===== config.mk =====
export PLATFORM = sky130hd
export DESIGN_NAME = scanner_link_rx
export DESIGN_NICKNAME = d
export VERILOG_FILES = /design/src/rtl/scanner_link_rx.sv
export SDC_FILE = /design/constraint.sdc
export NUM_CORES = 1
export LEC_CHECK = 0
export ABC_AREA = 1
export CORE_ASPECT_RATIO = 0.75
export CORE_MARGIN = 1.5
export CORE_UTILIZATION = 45
export CTS_CLUSTER_SIZE = 12
export DETAILED_ROUTE_END_ITERATION = 8
export GPL_TIMING_DRIVEN = 0
export PLACE_DENSITY_LB_ADDON = 0.15
export SLEW_MARGIN = 20
export SYNTH_ARGS = -nofsm -noshare
export SYNTH_HDL_FRONTEND = slang
export SYNTH_SLANG_ARGS = --single-unit

===== constraint.sdc =====
create_clock -name clk -period 2.55 [get_ports clk]
set_input_delay 0.765 -clock clk [delete_from_list [all_inputs] [get_ports clk]]
set_output_delay 0.765 -clock clk [all_outputs]
set_load 0.02 [all_outputs]

===== src/rtl/scanner_link_rx.sv =====
// scanner_link_rx: serial command/data receiver with synchronizers, frame decode and timeout abort
module scanner_link_rx #(
  parameter int TIMEOUT = 64
) (
  input  logic       clk,
  input  logic       rst,
  input  logic       clkIn,
  input  logic       dataIn,
  output logic       cmdValid,
  output logic [7:0] cmdCode,
  output logic       dataValid,
  output logic [7:0] dataByte,
  output logic [1:0] peerLevel,
  output logic       cmdErr,
  output logic       frameErr,
  output logic [7:0] byteCount
);
  typedef enum logic [1:0] {IDLE, CMD, DATA} state_t;
  state_t state, state_n;
  logic ck_s1, ck_s2, ck_q, d_s1, d_s2, ck_edge;
  logic [2:0] bit_cnt, bit_cnt_n;
  logic [7:0] sh, sh_n, gap, gap_n, code_n, byte_n, cnt_n, full;
  logic [1:0] lvl_n;
  logic cmd_v_n, data_v_n, cmd_err_n, frame_err_n;
  assign ck_edge = ck_s2 & ~ck_q;
  assign full = {d_s2, sh[7:1]};
  always_ff @(posedge clk) begin
    if (rst) begin
      {ck_s1, ck_s2, ck_q, d_s1, d_s2} <= '0;
      state <= IDLE;
      bit_cnt <= '0;
      sh <= '0;
      gap <= '0;
      cmdCode <= '0;
      dataByte <= '0;
      byteCount <= '0;
      peerLevel <= '0;
      {cmdValid, dataValid, cmdErr, frameErr} <= '0;
    end else begin
      {ck_s1, ck_s2, ck_q} <= {clkIn, ck_s1, ck_s2};
      {d_s1, d_s2} <= {dataIn, d_s1};
      state <= state_n;
      bit_cnt <= bit_cnt_n;
      sh <= sh_n;
      gap <= gap_n;
      cmdCode <= code_n;
      dataByte <= byte_n;
      byteCount <= cnt_n;
      peerLevel <= lvl_n;
      {cmdValid, dataValid, cmdErr, frameErr} <= {cmd_v_n, data_v_n, cmd_err_n, frame_err_n};
    end
  end
  always_comb begin
    state_n = state;
    bit_cnt_n = bit_cnt;
    sh_n = sh;
    gap_n = (state == IDLE) ? 8'd0 : gap + 8'd1;
    code_n = cmdCode;
    byte_n = dataByte;
    cnt_n = byteCount;
    lvl_n = peerLevel;
    {cmd_v_n, data_v_n, cmd_err_n, frame_err_n} = '0;
    if (ck_edge) begin
      gap_n = '0;
      sh_n = full;
      bit_cnt_n = bit_cnt + 3'd1;
      if (state == IDLE) state_n = CMD;
      else if (bit_cnt == 3'd7) begin
        state_n = IDLE;
        if (state == DATA) begin
          byte_n = full;
          data_v_n = 1'b1;
          cnt_n = byteCount + 8'd1;
          lvl_n = 2'd0;
        end else if (full == 8'd7) begin
          cmd_v_n = 1'b1;
          code_n = full;
          state_n = DATA;
        end else if (full inside {8'd2, 8'd3, 8'd4}) begin
          cmd_v_n = 1'b1;
          code_n = full;
          // 2,3,4 map to 1,2,3 through the low two bits
          lvl_n = full[1:0] - 2'd1;
        end else cmd_err_n = 1'b1;
      end
    end else if (state != IDLE && gap == 8'(TIMEOUT)) begin
      frame_err_n = 1'b1;
      state_n = IDLE;
      bit_cnt_n = '0;
      sh_n = '0;
      gap_n = '0;
    end
  end
endmodule

---- Yosys cells after proc, flatten, opt, wreduce, memory -nomap -nowiden ----
Index checks and enable logic that the tools add are counted.
storage, ports and cells
  flip-flop bits (word level) ............. 56
  output and inout port bits .............. 30
cells by class
  $add $sub $neg .......................... 4
  equality and inequality tests ........... 9
  multiplexer cells ....................... 20
  bitwise gates (word level) .............. 6
  reduce and logical (&&, ||, !) cells .... 16
operator list
  kind                   number
  $mux W8                4
  $mux W2                9
  $add A8 B1 Y8 const B  2
  $eq A8 B2 Y1 const B   2
  $eq A8 B3 Y1 const B   2
  $reduce_and A5 Y1      2
  $eq A8 B7 Y1 const B   1
  $reduce_bool A2 Y1     4
  $reduce_or A4 Y1       2
  $mux W3                2
  $reduce_or A6 Y1       1
  $mux W1                5
  $not A1 Y1             5
  $reduce_or A5 Y1       1
  $reduce_and A4 Y1      1
  $add A3 B1 Y3 const B  1
  $eq A3 B3 Y1 const B   1
  $ne A3 B1 Y1 const B   1
  $reduce_bool A3 Y1     1
  $eq A2 B2 Y1 const B   1
  $logic_not A2 Y1       1
  $ne A2 B2 Y1 const B   1
  $reduce_and A2 Y1      1
  $reduce_or A2 Y1       1
  other kinds (3)        3

---- Logic depth before layout (Yosys ltp) ----
Gate-level depths: netlist of run 1.
  depth after elaboration ................. 6
  mapped depth ............................ 9
  mapped depth without buffers ............ 9

---- Least setup slack after synthesis of run 1 ----
Ideal clock, no wire load.
  path type ............................... input to register
  start point ............................. in rst
  end point ............................... reg byteCount[3]
  arrival time ............................ 1.350 ns
  required time ........................... 2.480 ns
  setup slack ............................. 1.131 ns
  stages .................................. 4
  cell sequence ........................... inv_1 -> clkbuf_1 -> o21ai_0 -> a21oi_1
RTL lines
  what                  RTL line  RTL
  from (decl)           6         input logic rst,
  to (signal assigned)  48        byteCount <= cnt_n;
  to (decl)             16        output logic [7:0] byteCount

---- Worst setup path after layout of run 1 ----
  start point ............................. reg byteCount[3]
  end point ............................... out byteCount[3]
No word-level cell between the ends.

==> results.md, run 1 <==
- Yosys warning count: 0
- # setup viols final: 0
- HP Class: reg2reg
- Max Cap Viol: 0
- Via count: 1886
- Most frequent cell after synthesis: nand2_1
- Post-CTS Hold Fix Bufs: 0
- Critical Path Max Stage Delay: 630 ps
- Max Transition Viols Final: 0
- DIE HEIGHT: 64.88 µm
- Post-DP HPWL: 3201 µm
- Final clock skew: around 6.6 ps
- # rows: 22
- Multi-input gate area: 1010 µm²
- Leak: between 0.001 and 0.0015 µW
- Fin area: 2820 µm²
- Diode count: 0
- CTS max path bufs: 2
- Setup TNS: 0 ps
- Num CTS Buffers: 5
- Die width: 85.50 µm
- Wire per inst: 11.17 µm
- I/O pin count: 34
- Endpoints failing hold: 0
- Pre-CTS setup slack: around 260 ps
- Mapped Area: 2297 µm²
- Vias in the first global route: 1732
- CTS tree: done
- Max_slew headroom: around 62%
- Final total power: 1523 µW
- Post-CTS resize count: 0
- Mapped Nets: 308
- Clock latency on the worst-skew pair: 300 ps
- Starting DRT DRC Count: 85
- Die Footprint: 5547 µm²
- Final Util: 57.56%
- Ys flop type: dfxtp_1
- DR pass1 iterations: 6
- Fmax: 478.0 MHz
- Starting Density: 46.88%
- Synth top area share: 47.93%
- Clock period minus worst slack: 2092 ps
- DRC: 2
- Synthesis-stage register bit count: 55
- Gpl congestion: 0.7764
- Slew of the pin with the lowest slew margin: about 560 ps
- Cells after Synth: 296
- Critical Path Start Type: flip-flop
- Syn avg cell area: 7.761 µm²
- Required @ worst endpoint: 1790 ps
- Post-DR vias/cell: 4.751
- Power per standard cell area: 539.9 nW/µm²
- CP Buf/Inv Count: 1
- Largest delay contributor family on the critical path: buffers and inverters
- Slowest-stage cell, CP: clkdlybuf4s50_1
- WL final: 4436 µm
- Sequential fraction of the synthesis area: 47.93%
- Layout net count: 348
- Post-synth ARST share: 0%
- Clk sinks: 55
- Critical-path cell list: clkdlybuf4s50_1
- # port buffers: 33
- Area grow syn2layout: 22.77%
- Crit. End Element: output port
- Crit Path Class: reg2out
- Core ar.: 4900 µm²
- Register area: 1101 µm²
- Root Driver: clkbuf_8
- Worst-path clk slew: 100 ps
- Top cells by area, synth: dfxtp_1 48%, nand2_1 9.2%, nor2_1 6.5%
- Commonest cells in the synthesized netlist: 56 x nand2_1, 55 x dfxtp_1, 40 x nor2_1, 36 x inv_1, 28 x a21oi_1
- Layout cells sized above 1: between 10% and 20%
- Post-route setup slack: 458.1 ps
- Max IR drop VDD: 331.3 µV
- GRT Overall Usage: between 10% and 20%
- First-pass GRT wire length: 7507 µm
- Dominant cell type by area after synthesis: dfxtp_1
- Synth unique cells: 30
- Worst EP arrival: roughly 1300 ps
- Initial antenna violation count: 0
- FILL cells: 485
- H-tree depth: 2
- Post-DRT Antenna Nets: 0
- Largest net degree at the start of global routing: 17
- Setup bufs post-CTS: 0
- Failing checks: DRC
- Status: finished, violations left
- Critical path peak fanout: 5
- Grt ovf: 0
- Post-synth EDFFs: 0
- RSZ-0062 raised after global routing: false
- Final worst-path cycle share: 82.03%
- Placed Area: 2703 µm²
[cell type report]
type	instances	area share, %
Clock inverter	2	1.242
Timing Repair Buffer	33	11.71
Inverter	40	5.501
Multi-Input combinational cell	195	35.80
Sequential cell	55	39.04
Tap cell	60	2.662
Buffer	6	1.109
Clock buffer	6	2.928
[through the flow]
| stage | hold WS, ps | instances |
|---|---|---|
| 6_report | 412.3 | 397 |
| 3_3_place_gp | 392.8 | 389 |
| 2_1_floorplan | 388.3 | 296 |
| 4_1_cts | 415.4 | 397 |
| 3_5_place_dp | 401.7 | 389 |
| 5_1_grt | 428.2 | 397 |
[flip-flops by register name, indices dropped and copies added (netlist names), 2 cells and up]
signal and flops:
bit_cnt 3, byteCount 8, cmdCode 8, dataByte 8, gap 8, peerLevel 2, sh 7, state 2
[cell usage in the layout (no fill, tap or decap), types with 6 or more instances in the layout]
master and instances:
ha_1 8, inv_1 36, nand3_1 18, o21ai_0 13, nand2_1 56, clkdlybuf4s50_1 33, dfxtp_1 55, a21oi_1 28
nand2_2 6, nor2_1 40, clkbuf_8 6
[path summary, 6_finish.rpt]
check | from | endpoint | slack (ps) | cells past startpoint
worst min register to register | ck_s1$_SDFF_PP0_ | ck_s2$_SDFF_PP0_ | 410 | 2
worst max-delay path | byteCount[3]$_SDFFE_PP0P_ | byteCount[3] | 460 | 1
worst max register to register | bit_cnt[0]$_SDFFE_PP0P_ | byteCount[6]$_SDFFE_PP0P_ | 920 | 9
worst min-delay path | ck_s1$_SDFF_PP0_ | ck_s2$_SDFF_PP0_ | 410 | 2
[report_power, final]
part           switching (µW)  total [µW]  internal, µW
Clock                     273         591           318
Sequential               5.79         871           865
Combinational            41.6        60.7          19.1
Total                     320        1520          1200
[kinds of logic (layout without fill, tap and decap cells)]
kind of cell / count (synthesis) / count (layout) / share of synthesized area (%)
and+or+nand+nor: 142 / 142 / 29.25
DFF: 55 / 55 / 47.93
buffers and inverters: 46 / 87 / 8.115
AOI/OAI and AO/OA: 44 / 44 / 9.967
adders and majority gates: 8 / 8 / 4.357
xor gates and xnor gates: 1 / 1 / 0.3813
[routing by layer]
layer,vias to the layer above,global-route usage (%),part of all wire (%)
met5,-,0,0
met2,36,25.98,41
met4,0,5.645,0.72
li1,1015,-,-
met1,831,23.33,54
met3,4,4.713,4.0
Power figures use the tool's default switching activity.
==> run 2, diff against run 1 <==
==> constraint.sdc (replaced) <==
create_clock -name clk -period 1.7 [get_ports clk]
set_input_delay 0.51 -clock clk [delete_from_list [all_inputs] [get_ports clk]]
set_output_delay 0.51 -clock clk [all_outputs]
set_load 0.02 [all_outputs]
==> run 2 against run 1 <==
Net effect:
- the run still ends with DRC left
- first-iteration DRC count up 20%
- via count increased by 0.32%
- register-to-register slack worse by 780 ps
- critical path type is now in2reg
- critical endpoint is now gap[4]$_SDFF_PP0_
==> results.md, run 2 (synthesis results as in run 1) <==
- DRC: 2
- Post-DR vias/cell: 4.766
- Gpl congestion: 0.7764
- Critical Path Start Type: input pin
- Via count: 1892
- # rows: 22
- Required @ worst endpoint: 1920 ps
- DR pass1 iterations: 6
- Initial antenna violation count: 0
- Post-CTS resize count: 31
- Area grow syn2layout: 21.79%
- Worst EP arrival: 1790 ps
- Starting Density: a little under half
- Grt ovf: 0
- Comb pwr share: 4.1%
- H-tree depth: 2
- Die Footprint: 5547 µm²
- First-pass GRT wire length: 7548 µm
- P_sw: 476.2 µW
- WL final: around 4500 µm
- Slew of the pin with the lowest slew margin: 579.9 ps
- CTS tree: done
- Int Pwr: 1804 µW
- Worst-path clk slew: 90 ps
- # setup viols final: 0
- Max Transition Viols Final: 0
- Post-CTS Hold Fix Bufs: 0
- Post-DP HPWL: 3201 µm
- Switching power share of the total: about a fifth
- Post-DRT Antenna Nets: 0
- Critical Path Max Stage Delay: 470 ps
- Clock latency on the worst-skew pair: 300 ps
- Clk sinks: 55
- Layout net count: ~350
- # port buffers: 33
- Starting DRT DRC Count: 102
- Setup TNS: 0 ps
- Max IR drop VDD: a little under 500 µV
- Die width: roughly 86 µm
- Commonest non-fill, non-tap cells in the layout: 56 x nand2_1, 55 x dfxtp_1, 40 x nor2_1
- Post-route setup slack: 133.4 ps
- Failing checks: DRC
- GRT Overall Usage: 17.16%
- Core ar.: 4900 µm²
- Leak: 0.001333 µW
- Num CTS Buffers: 5
- Root Driver: clkbuf_8
- Pre-CTS setup slack: -336.8 ps
- Seq pwr share: ~57%
- Final worst-path cycle share: 92.15%
- Largest net degree at the start of global routing: 17
- Setup bufs post-CTS: 0
- Critical path peak fanout: 9
- DIE HEIGHT: between 60 and 70 µm
- Diode count: 0
- Fmax: 638.3 MHz
- Max_slew headroom: 61.34%
- Crit. End Element: flip-flop
- Layout cells sized above 1: 11.28%
- Crit Path Class: in2reg
- Vias in the first global route: approximately 1700
- RSZ-0062 raised after global routing: false
- Hold_ws: 411.5 ps
- Critical-path cell list: clkdlybuf4s50_1, inv_1, nand4_2, nor3b_1
- Final Util: 57.10%
- Wire per inst: 11.22 µm
- Final clock skew: 5.736 ps
- Final Non-Filler Cells: 397
- Power per standard cell area: 815.2 nW/µm²
- Clk pwr share: 38.6%
- CTS max path bufs: 2
- HP Class: reg2reg
- Status: finished, violations left
- Placed insts: 389
- Most common cell after layout, fill and taps aside: nand2_1
- I/O pin count: 34
- Clock period minus worst slack: roughly 1600 ps
- Endpoints failing hold: 0
- Slowest-stage cell, CP: clkdlybuf4s50_1
- Max Cap Viol: 0
-- run 2: cell type report --
class | count | area (µm²)
buffer | 6 | 33.78
clock buffer | 6 | 82.58
clock inverter | 2 | 35.03
fill | 499 | 2102
inverter | 40 | 155.1
multi-input combinational | 195 | 1022
sequential | 55 | 1101
tap | 60 | 75.07
timing repair buffer | 33 | 292.8
-- run 2: stage by stage --
stage / power [µW] / cell area (µm²)
global route: 2370 / 2798
finish: 2281 / 2798
detailed placement: 1429 / 2703
CTS: 2311 / 2784
floorplan: 1401 / 2297
global placement: 1427 / 2703
-- run 2: critical path: cells and delay by family --
family,cells,cell delay (ps)
buffers and inverters,2,740
and+or+nand+nor,2,540
-- run 2: final timing paths --
kind,from,end,slack [ps],depth (start not counted)
max,rst,gap[4]$_SDFF_PP0_,130,4
min reg2reg,ck_s1$_SDFF_PP0_,ck_s2$_SDFF_PP0_,410,2
max reg2reg,bit_cnt[0]$_SDFFE_PP0P_,peerLevel[0]$_SDFFE_PP0P_,140,9
min,ck_s1$_SDFF_PP0_,ck_s2$_SDFF_PP0_,410,2
-- run 2: metal layers --
| metal | global-route usage [%] | wire [µm] | vias to the layer above | part of all wire, % |
|---|---|---|---|---|
| met1 | 23.40 | 2374 | 835 | 53 |
| met3 | 4.713 | 219 | 4 | 4.9 |
| met5 | 0 | 0 | - | 0 |
| met4 | 5.444 | 33 | 0 | 0.74 |
| li1 | - | - | 1017 | - |
| met2 | 26.38 | 1827 | 36 | 41 |
-- run 2: power groups by stage --
stage	Sequential [µW]	Combinational [µW]	Clock, µW
2_1_floorplan	1340	65.8	0
6_report	1310	92.7	881
5_1_grt	1310	105	956
3_5_place_dp	1340	92.3	0
3_3_place_gp	1340	90.3	0
4_1_cts	1310	92.8	911
==> run 3, diff against run 2 <==
--- a/config.mk
+++ b/config.mk
@@ -11,6 +11,7 @@
 export CORE_UTILIZATION = 45
 export CTS_CLUSTER_SIZE = 12
 export DETAILED_ROUTE_END_ITERATION = 8
+export GPL_ROUTABILITY_DRIVEN = 0
 export GPL_TIMING_DRIVEN = 0
 export PLACE_DENSITY_LB_ADDON = 0.15
 export SLEW_MARGIN = 20
==> constraint.sdc (replaced) <==
create_clock -name clk -period 1.7 [get_ports clk]
set_input_delay 0.51 -clock clk [delete_from_list [all_inputs] [get_ports clk]]
set_output_delay 0.51 -clock clk [all_outputs]
set_load 0.05 [all_outputs]
==> run 3 against run 2 <==
Net effect:
- the flow still finishes with violations (DRC)
- critical path depth shrank 3
- via count increased by 0.11%
- non-clock buffer count is the same
- combinational power about the same
- wire length fell by 0.29%
- clock-buffer cell count unchanged
- global-route usage hardly changed
- critical path type is now reg2out
- highest routed layer unchanged
==> results.md, run 3 (synthesis results as in run 1) <==
- Status: finished, violations left
- Failing checks: DRC
- Fin area: 2811 µm²
- Diode count: 0
- Placed insts: 389
- Endpoints failing hold: 0
- Reg-to-Reg End: peerLevel[0]$_SDFFE_PP0P_
- Die width: 85.50 µm
- CTS tree: done
- Worst EP arrival: 1150 ps
- Via count: between 1500 and 2000
- Critical Path Start Type: flip-flop
- Slowest-stage cell, CP: clkdlybuf4s15_1
- Commonest non-fill, non-tap cells in the layout: 56 x nand2_1, 55 x dfxtp_1, 40 x nor2_1
- Vias in the first global route: 1736
- # port buffers: 33
- Largest net degree at the start of global routing: 17
- Crit. End Element: output port
- Slew of the pin with the lowest slew margin: ~580 ps
- Critical Path Sink: cmdCode[5]
- # rows: 22
- Power per standard cell area: 812.8 nW/µm²
- Post-DP HPWL: between 3000 and 4000 µm
- Worst Setup SP: cmdCode[5]$_SDFFE_PP0P_
- Leak: 0.001228 µW
- Layout net count: 348
- DRC: 2
- Final total power: 2285 µW
- Starting DRT DRC Count: 112
- Initial antenna violation count: 0
- Worst R2R Path Depth: 9
- First-pass GRT wire length: 7534 µm
- Clock latency on the worst-skew pair: 300 ps
- HP Class: reg2reg
- Clk sinks: 55
- Grt ovf: 0
- RSZ-0062 raised after global routing: false
- Worst-path clk slew: about 90 ps
- Critical-path cell list: clkdlybuf4s15_1
- Final clock skew: ~5.9 ps
- Critical Path Max Stage Delay: 510 ps
- Placed Area: 2703 µm²
- DR pass1 iterations: 6
- Die Footprint: about 5500 µm²
- Final Non-Filler Cells: roughly 400
- Crit Path Class: reg2out
- GRT Overall Usage: 17.14%
- Clock period minus worst slack: roughly 1700 ps
- I/O pin count: 34
- Core ar.: ~5000 µm²
- Max Transition Viols Final: 0
- # setup viols final: 0
- Most common cell after layout, fill and taps aside: nand2_1
- Num CTS Buffers: 5
- CP Buf/Inv Count: 1
- Post-DRT Antenna Nets: 0
- Area grow syn2layout: 22.39%
- Starting Density: 46.88%
- WL final: 4442 µm
- R2r setup slk: 160 ps
- Max Cap Viol: 0
- Max_slew headroom: 61.46%
- Required @ worst endpoint: around 1200 ps
- Max IR drop VDD: 490.4 µV
- Setup TNS: 0 ps
- Final worst-path cycle share: between 90% and 100%
- H-tree depth: 2
- Wire per inst: 11.19 µm
- R2r startpoint: bit_cnt[0]$_SDFFE_PP0P_
- Largest delay contributor family on the critical path: buffers and inverters
- DIE HEIGHT: ~65 µm
- Fmax: 600.8 MHz
- Layout cells sized above 1: 15.43%
- CTS max path bufs: 2
- Critical path peak fanout: 2
- Post-DR vias/cell: 4.771
- Crit path depth: 1
- Root Driver: clkbuf_8
[run 3: cell types whose count changed in the layout (fill, tap and decap cells not counted)]
cell,previous run,this run
dlygate4sd2_1,30,3
clkdlybuf4s15_1,0,13
clkdlybuf4s15_2,0,8
clkbuf_2,2,8
[run 3: layer usage]
metal	track usage, %	up-vias	share of wire [%]
met5	0	-	0
met4	5.444	0	0.99
met3	4.713	6	5.4
met2	26.38	39	41
met1	23.34	833	53
li1	-	1016	-
[run 3: tightest hold or removal path: stages (launching register included)]
cell,delay (ps)
dfxtp_1,310
inv_1,40
nor2_1,30
[run 3: per-stage QoR]
| stage | util [%] | setup WS (ps) | hold slack [ps] |
|---|---|---|---|
| floorplan | - | 231.0 | 388.3 |
| global placement | 55.16 | -329.1 | 392.8 |
| detailed placement | 55.16 | -336.8 | 401.7 |
| CTS | 57.30 | 1.284 | 415.4 |
| global route | 57.38 | 0.3195 | 428.2 |
| finish | 57.38 | 35.42 | 411.6 |
[run 3: layout make-up]
cell class	count	area, µm²
well taps	60	75.07
inverters	40	155.1
plain buffers	6	33.78
repair buffers	33	306.5
flip-flops and latches	55	1101
fillers	485	2088
multi-input cells	195	1022
clock buffers	6	82.58
clock inverters	2	35.03
[run 3: power breakdown]
part | internal (µW) | total (µW) | switching (µW)
Sequential | 1300 | 1310 | 8.78
Clock | 477 | 886 | 409
Combinational | 29.3 | 92.4 | 63.1
Total | 1800 | 2290 | 481
[run 3: how the worst min path moves through the flow]
stage	slack [ps]	cells after the start	from	to
3_5_place_dp	400	2	ck_s1$_SDFF_PP0_	ck_s2$_SDFF_PP0_
5_1_grt	430	2	ck_s1$_SDFF_PP0_	ck_s2$_SDFF_PP0_
6_report	410	2	ck_s1$_SDFF_PP0_	ck_s2$_SDFF_PP0_
4_1_cts	420	2	ck_s1$_SDFF_PP0_	ck_s2$_SDFF_PP0_
2_1_floorplan	390	2	ck_s1$_SDFF_PP0_	ck_s2$_SDFF_PP0_
3_3_place_gp	390	2	d_s1$_SDFF_PP0_	d_s2$_SDFF_PP0_
[run 3: repair_timing]
action	4_1_cts	5_1_grt
hold endpoints to repair	0	0
endpoints found under the setup margin	32	26
buffers inserted	0	0
gates resized for setup	50	27
hold buffers	0	0
